## config.mk

```make
export PLATFORM = sky130hd
export DESIGN_NAME = pipelined_barrel_shifter
export DESIGN_NICKNAME = d
export VERILOG_FILES = /design/src/rtl/pipelined_barrel_shifter.sv
export SDC_FILE = /design/constraint.sdc
export NUM_CORES = 1
export LEC_CHECK = 0
export ABC_AREA = 0
export BUFFER_PORTS_ARGS = -buffer_cell sky130_fd_sc_hd__clkbuf_2
export CAP_MARGIN = 30
export CORE_MARGIN = 1.5
export CORE_UTILIZATION = 56
export DETAILED_ROUTE_END_ITERATION = 8
export GPL_ROUTABILITY_DRIVEN = 0
export PLACE_DENSITY = 0.79
export SLEW_MARGIN = 15
export SYNTH_ARGS = -nofsm -noshare
export SYNTH_HDL_FRONTEND = slang
export SYNTH_SLANG_ARGS = --single-unit
```

## constraint.sdc

```tcl
create_clock -name clk -period 4.7 [get_ports clk]
set_input_delay 0.94 -clock clk [delete_from_list [all_inputs] [get_ports clk]]
set_output_delay 0.94 -clock clk [all_outputs]
set_load 0.01 [all_outputs]
```

## src/rtl/pipelined_barrel_shifter.sv

```systemverilog
// Two-stage pipelined barrel shifter (SLL/SRL/SRA, optional ROR) with valid/ready, tag and flush.
// Optional rotate path: define PIPELINED_SHIFTER_ROTATE_EN; otherwise op 11 behaves as SRL.
module pipelined_barrel_shifter #(
  parameter int unsigned WIDTH = 32,
  parameter int unsigned TAG_W = 5,
  localparam int unsigned SHAMT_W = $clog2(WIDTH)
) (
  input  logic               clk,
  input  logic               rst_n,
  input  logic               flush,
  input  logic               in_valid,
  output logic               in_ready,
  input  logic [WIDTH-1:0]   in_data,
  input  logic [SHAMT_W-1:0] in_shamt,
  input  logic [1:0]         in_op,
  input  logic [TAG_W-1:0]   in_tag,
  output logic               out_valid,
  input  logic               out_ready,
  output logic [WIDTH-1:0]   out_data,
  output logic [TAG_W-1:0]   out_tag
);

  localparam int unsigned L1 = (SHAMT_W + 1) / 2;
  localparam int unsigned L2 = SHAMT_W - L1;

  localparam logic [1:0] OP_SLL = 2'b00;
  localparam logic [1:0] OP_SRA = 2'b10;
`ifdef PIPELINED_SHIFTER_ROTATE_EN
  localparam logic [1:0] OP_ROR = 2'b11;
`endif

  function automatic logic [WIDTH-1:0] bit_rev(input logic [WIDTH-1:0] d);
    logic [WIDTH-1:0] r;
    for (int unsigned i = 0; i < WIDTH; i++) r[i] = d[WIDTH-1-i];
    return r;
  endfunction

  // One mux level: shift right by 2^k, vacated MSBs take the fill bit or the wrapped bits.
  function automatic logic [WIDTH-1:0] shr_pow2(input logic [WIDTH-1:0] d,
                                                input int unsigned     k,
                                                input logic            fill,
                                                input logic            rot);
    logic [2*WIDTH-1:0] ext;
    ext = {(rot ? d : {WIDTH{fill}}), d};
    return WIDTH'(ext >> (32'd1 << k));
  endfunction

  logic               s1_valid;
  logic [WIDTH-1:0]   s1_data;
  logic [1:0]         s1_op;
  logic [L2-1:0]      s1_shamt_hi;
  logic               s1_fill;
  logic [TAG_W-1:0]   s1_tag;

  logic               s1_adv;
  logic               s2_adv;
  logic               in_rot;
  logic               s1_rot;
  logic               in_fill;
  logic [WIDTH-1:0]   s1_part;
  logic [WIDTH-1:0]   s2_part;
  logic [WIDTH-1:0]   s2_res;

  assign s2_adv   = !out_valid || out_ready;
  assign s1_adv   = !s1_valid || s2_adv;
  assign in_ready = s1_adv;

`ifdef PIPELINED_SHIFTER_ROTATE_EN
  assign in_rot = (in_op == OP_ROR);
  assign s1_rot = (s1_op == OP_ROR);
`else
  assign in_rot = 1'b0;
  assign s1_rot = 1'b0;
`endif

  assign in_fill = (in_op == OP_SRA) && in_data[WIDTH-1];

  // Stage 1: optional reversal for left shifts, then the low mux levels.
  always_comb begin
    s1_part = (in_op == OP_SLL) ? bit_rev(in_data) : in_data;
    for (int unsigned k = 0; k < L1; k++) begin
      if (in_shamt[k]) s1_part = shr_pow2(s1_part, k, in_fill, in_rot);
    end
  end

  // Stage 2: remaining mux levels, then undo the reversal for left shifts.
  always_comb begin
    s2_part = s1_data;
    for (int unsigned k = 0; k < L2; k++) begin
      if (s1_shamt_hi[k]) s2_part = shr_pow2(s2_part, L1 + k, s1_fill, s1_rot);
    end
    s2_res = (s1_op == OP_SLL) ? bit_rev(s2_part) : s2_part;
  end

  always_ff @(posedge clk or negedge rst_n) begin
    if (!rst_n) begin
      s1_valid    <= 1'b0;
      s1_data     <= '0;
      s1_op       <= '0;
      s1_shamt_hi <= '0;
      s1_fill     <= 1'b0;
      s1_tag      <= '0;
    end else if (flush) begin
      s1_valid <= 1'b0;
    end else if (s1_adv) begin
      s1_valid <= in_valid;
      if (in_valid) begin
        s1_data     <= s1_part;
        s1_op       <= in_op;
        s1_shamt_hi <= in_shamt[SHAMT_W-1:L1];
        s1_fill     <= in_fill;
        s1_tag      <= in_tag;
      end
    end
  end

  always_ff @(posedge clk or negedge rst_n) begin
    if (!rst_n) begin
      out_valid <= 1'b0;
      out_data  <= '0;
      out_tag   <= '0;
    end else if (flush) begin
      out_valid <= 1'b0;
    end else if (s2_adv) begin
      out_valid <= s1_valid;
      if (s1_valid) begin
        out_data <= s2_res;
        out_tag  <= s1_tag;
      end
    end
  end

endmodule

```

==> key figures <==
Outcome
  • Status: finished, final reports clean

Power
  • Leak pwr: 2.85 nW
  • P_int: 0.00145 W
  • Pwr dens: 362 nW/um2
  • Peak supply drop: 0.222 mV
  • Comb power frac: 34.3%
  • Clock power frac: 23.4%
  • Switch share: 36.9%
  • Sw power: 0.000849 W
  • Flop pwr share: 42.3%

CTS
  • Hold_buf cts: 0
  • Skew-Pair Late Insertion Delay: 0.37 ns
  • H-Tree Depth: 3
  • Sink Count: 81
  • Clock tree buffer depth: 2
  • CTS resizes: 0
  • CTS Root Cell: clkbuf_8
  • CTS Buf Count: 9
  • Worst-path clk slew: 0.10 ns
  • CTS tree: yes
  • Post-CTS setup buffer count: 0

Die
  • Initial core utilization: 58.0%
  • Total die area: 10,800 um2
  • Rows: 36
  • Die W: 104 um
  • Die H: 104 um
  • Top Ports: 88
  • Core Box Area: 9820 um2

Worst setup path
  • Crit path required time: 4.95 ns
  • R2R setup slack: 2.38 ns
  • Crit path from: in_op[0]
  • R2r worst-path depth: 6
  • Crit path DAT: 3.06 ns
  • R2r endpoint: s1_data[9]
  • Critical Path Start Type: input port
  • FF-to-FF Start: s1_valid
  • Critical path class: input port to flop
  • Crit path to: s1_data[16]
  • Crit. End Element: flop
  • Maximum fanout along the worst path: 31

Logic synthesis
  • Post-synthesis cell area: 5690 um2
  • Ys async rst share: 100%
  • Synth Register Bits: 81
  • Yosys warnings: 0
  • Synth Flop Type: dfrtp_1
  • Yosys cell types: 49
  • EDFF count, synth: 0
  • Cell accounting for the most synthesized area: dfrtp_1
  • Syn_nets: 676
  • Top cell type's share of synthesized area: 35.6%
  • Avg Cell Area, Syn: 9.08 um2
  • Gate Count Post-Synth: 627
  • Seq/Total Area, Yosys: 35.6%
  • Synth area leaders: dfrtp_1 36%, mux4_2 7.9%, nand2_1 7.7%

Placement
  • IO buf count: 87
  • HPWL after DPL: 10,900 um
  • Placed Area: 6130 um2

Layout
  • Post-Route Utilization: 64.7%
  • Layout area overhead: 11.7%
  • Commonest cells after routing, fill and taps aside: 116 x nand2_1, 86 x clkbuf_2, 81 x dfrtp_1
  • Final net count: 729
  • Antenna cells: 0
  • Fillcell total: 854
  • Design Area, Final: 6360 um2
  • Commonest non-fill, non-tap cell in the layout: nand2_1
  • Layout cells sized above 1: 25.0%

Route
  • Total wire length: 14,900 um
  • WL/cell: 18.2 um
  • Iteration-0 DRC Markers: 429
  • Routed via count: 5,112
  • Final ANT Viol Nets: 0
  • Residual DRC: 0
  • Via/cell ratio: 6.25
  • DRT Pass-1 Iters: 5

Global route
  • Gr ovfl total: 0
  • Largest net degree at the start of global routing: 55
  • Tot GR Track Use: 28.7%
  • Initial antenna violation count: 0
  • Vias in the first global route: 4,890
  • First-pass GRT wire length: 24,900 um
  • Met2 Use GR: 46.0%
  • Met1 Use GR: 39.9%
  • Top Usage Layer GRT: met2
  • Global-route met3 utilization: 5.48%

STA
  • Setup TNS: 0 ns
  • Worst-Margin Slew: 0.851 ns
  • Hold Violations, Final: 0
  • Worst slew margin: 43.2%
  • Max Freq: 0.356 GHz
  • Final Skew: 0.0184 ns
  • Post-route minimum period: 2.81 ns
  • RSZ-0062 raised after global routing: false
  • Slew Limit Fails: 0
  • Endpoints failing setup: 0
  • Final period utilization: 59.7%

Worst hold path
  • Min-Delay Path Class: flop to flop

Job
  • Max cap viols: 0
logic make-up after synthesis:
logic type	synth area share, %
compound gates	20.9
buf+inv	4.92
flops	35.6
mux	23.2
simple gates	15.3
how the worst min path moves through the flow:
| stage | slack (ns) | startpoint | cells past startpoint | to |
|---|---|---|---|---|
| after floorplan | 0.44 | s1_tag[0] | 2 | out_tag[0] |
| after global placement | 0.45 | s1_tag[0] | 2 | out_tag[0] |
| after detailed placement | 0.46 | s1_tag[3] | 2 | out_tag[3] |
| after CTS | 0.49 | s1_tag[3] | 2 | out_tag[3] |
| after global routing | 0.51 | rst_n | 1 | s1_data[24] |
| final | 0.48 | s1_tag[3] | 2 | out_tag[3] |
cells in the mapped netlist, types with 3 or more instances:
library cell / number
a211oi_1: 14
a21oi_1: 52
a22oi_1: 7
a31oi_1: 6
buf_2: 14
buf_6: 4
clkbuf_1: 33
dfrtp_1: 81
inv_1: 3
mux2_2: 32
mux2i_1: 38
mux4_1: 5
mux4_2: 20
nand2_1: 116
nand2b_1: 5
nand3_1: 3
nand3b_1: 3
nor2_1: 42
nor2b_1: 13
nor3_1: 5
o211ai_1: 12
o21a_1: 12
o21ai_0: 57
o221ai_1: 12
or3_1: 3
critical path, stage by stage:
cell      delay (ns)
clkbuf_2        0.18
nor2_4          0.70
mux4_2          0.65
a22oi_1         0.28
o21ai_0         0.11
o22a_1          0.18
sequential cells by signal, summed over array words and instances (netlist names):
register,flops
out_data,32
out_tag,5
out_valid,1
s1_data,32
s1_fill,1
s1_op,2
s1_shamt_hi,2
s1_tag,5
s1_valid,1
power by group through the flow:
| stage | sequential, W | combinational (W) | clock, W |
|---|---|---|---|
| after floorplan | 0.000984 | 0.000496 | 0 |
| after global placement | 0.000976 | 0.000755 | 0 |
| after detailed placement | 0.000985 | 0.000775 | 0 |
| after CTS | 0.000972 | 0.000785 | 0.000545 |
| after global routing | 0.000992 | 0.000873 | 0.000580 |
| final | 0.000973 | 0.000790 | 0.000538 |
cell type report:
cell class                 instances  area, um2  area share [%]
clock buffer                       9        124            1.95
inverter                           3       11.3           0.177
multi-input combinational        487       3380            53.2
timing repair buffer              98        561            8.82
sequential                        81       2030            31.9
clock inverter                     7       82.6            1.30
tap                              133        166            2.62
per-stage QoR:
step	hold WS (ns)	setup slack, ns	instances	total power [W]
after CTS	0.486	1.87	817	0.00230
after global routing	0.511	1.78	818	0.00244
after global placement	0.453	1.54	799	0.00173
final	0.479	1.89	818	0.00230
after detailed placement	0.462	1.50	801	0.00176
after floorplan	0.439	2.16	627	0.00148
per-layer routing:
layer	wire, um	share of wire (%)
met2	7060	47
met4	271	1.8
met5	0	0
met1	6340	43
met3	1190	8.0
(Power assumes the default switching activity.)
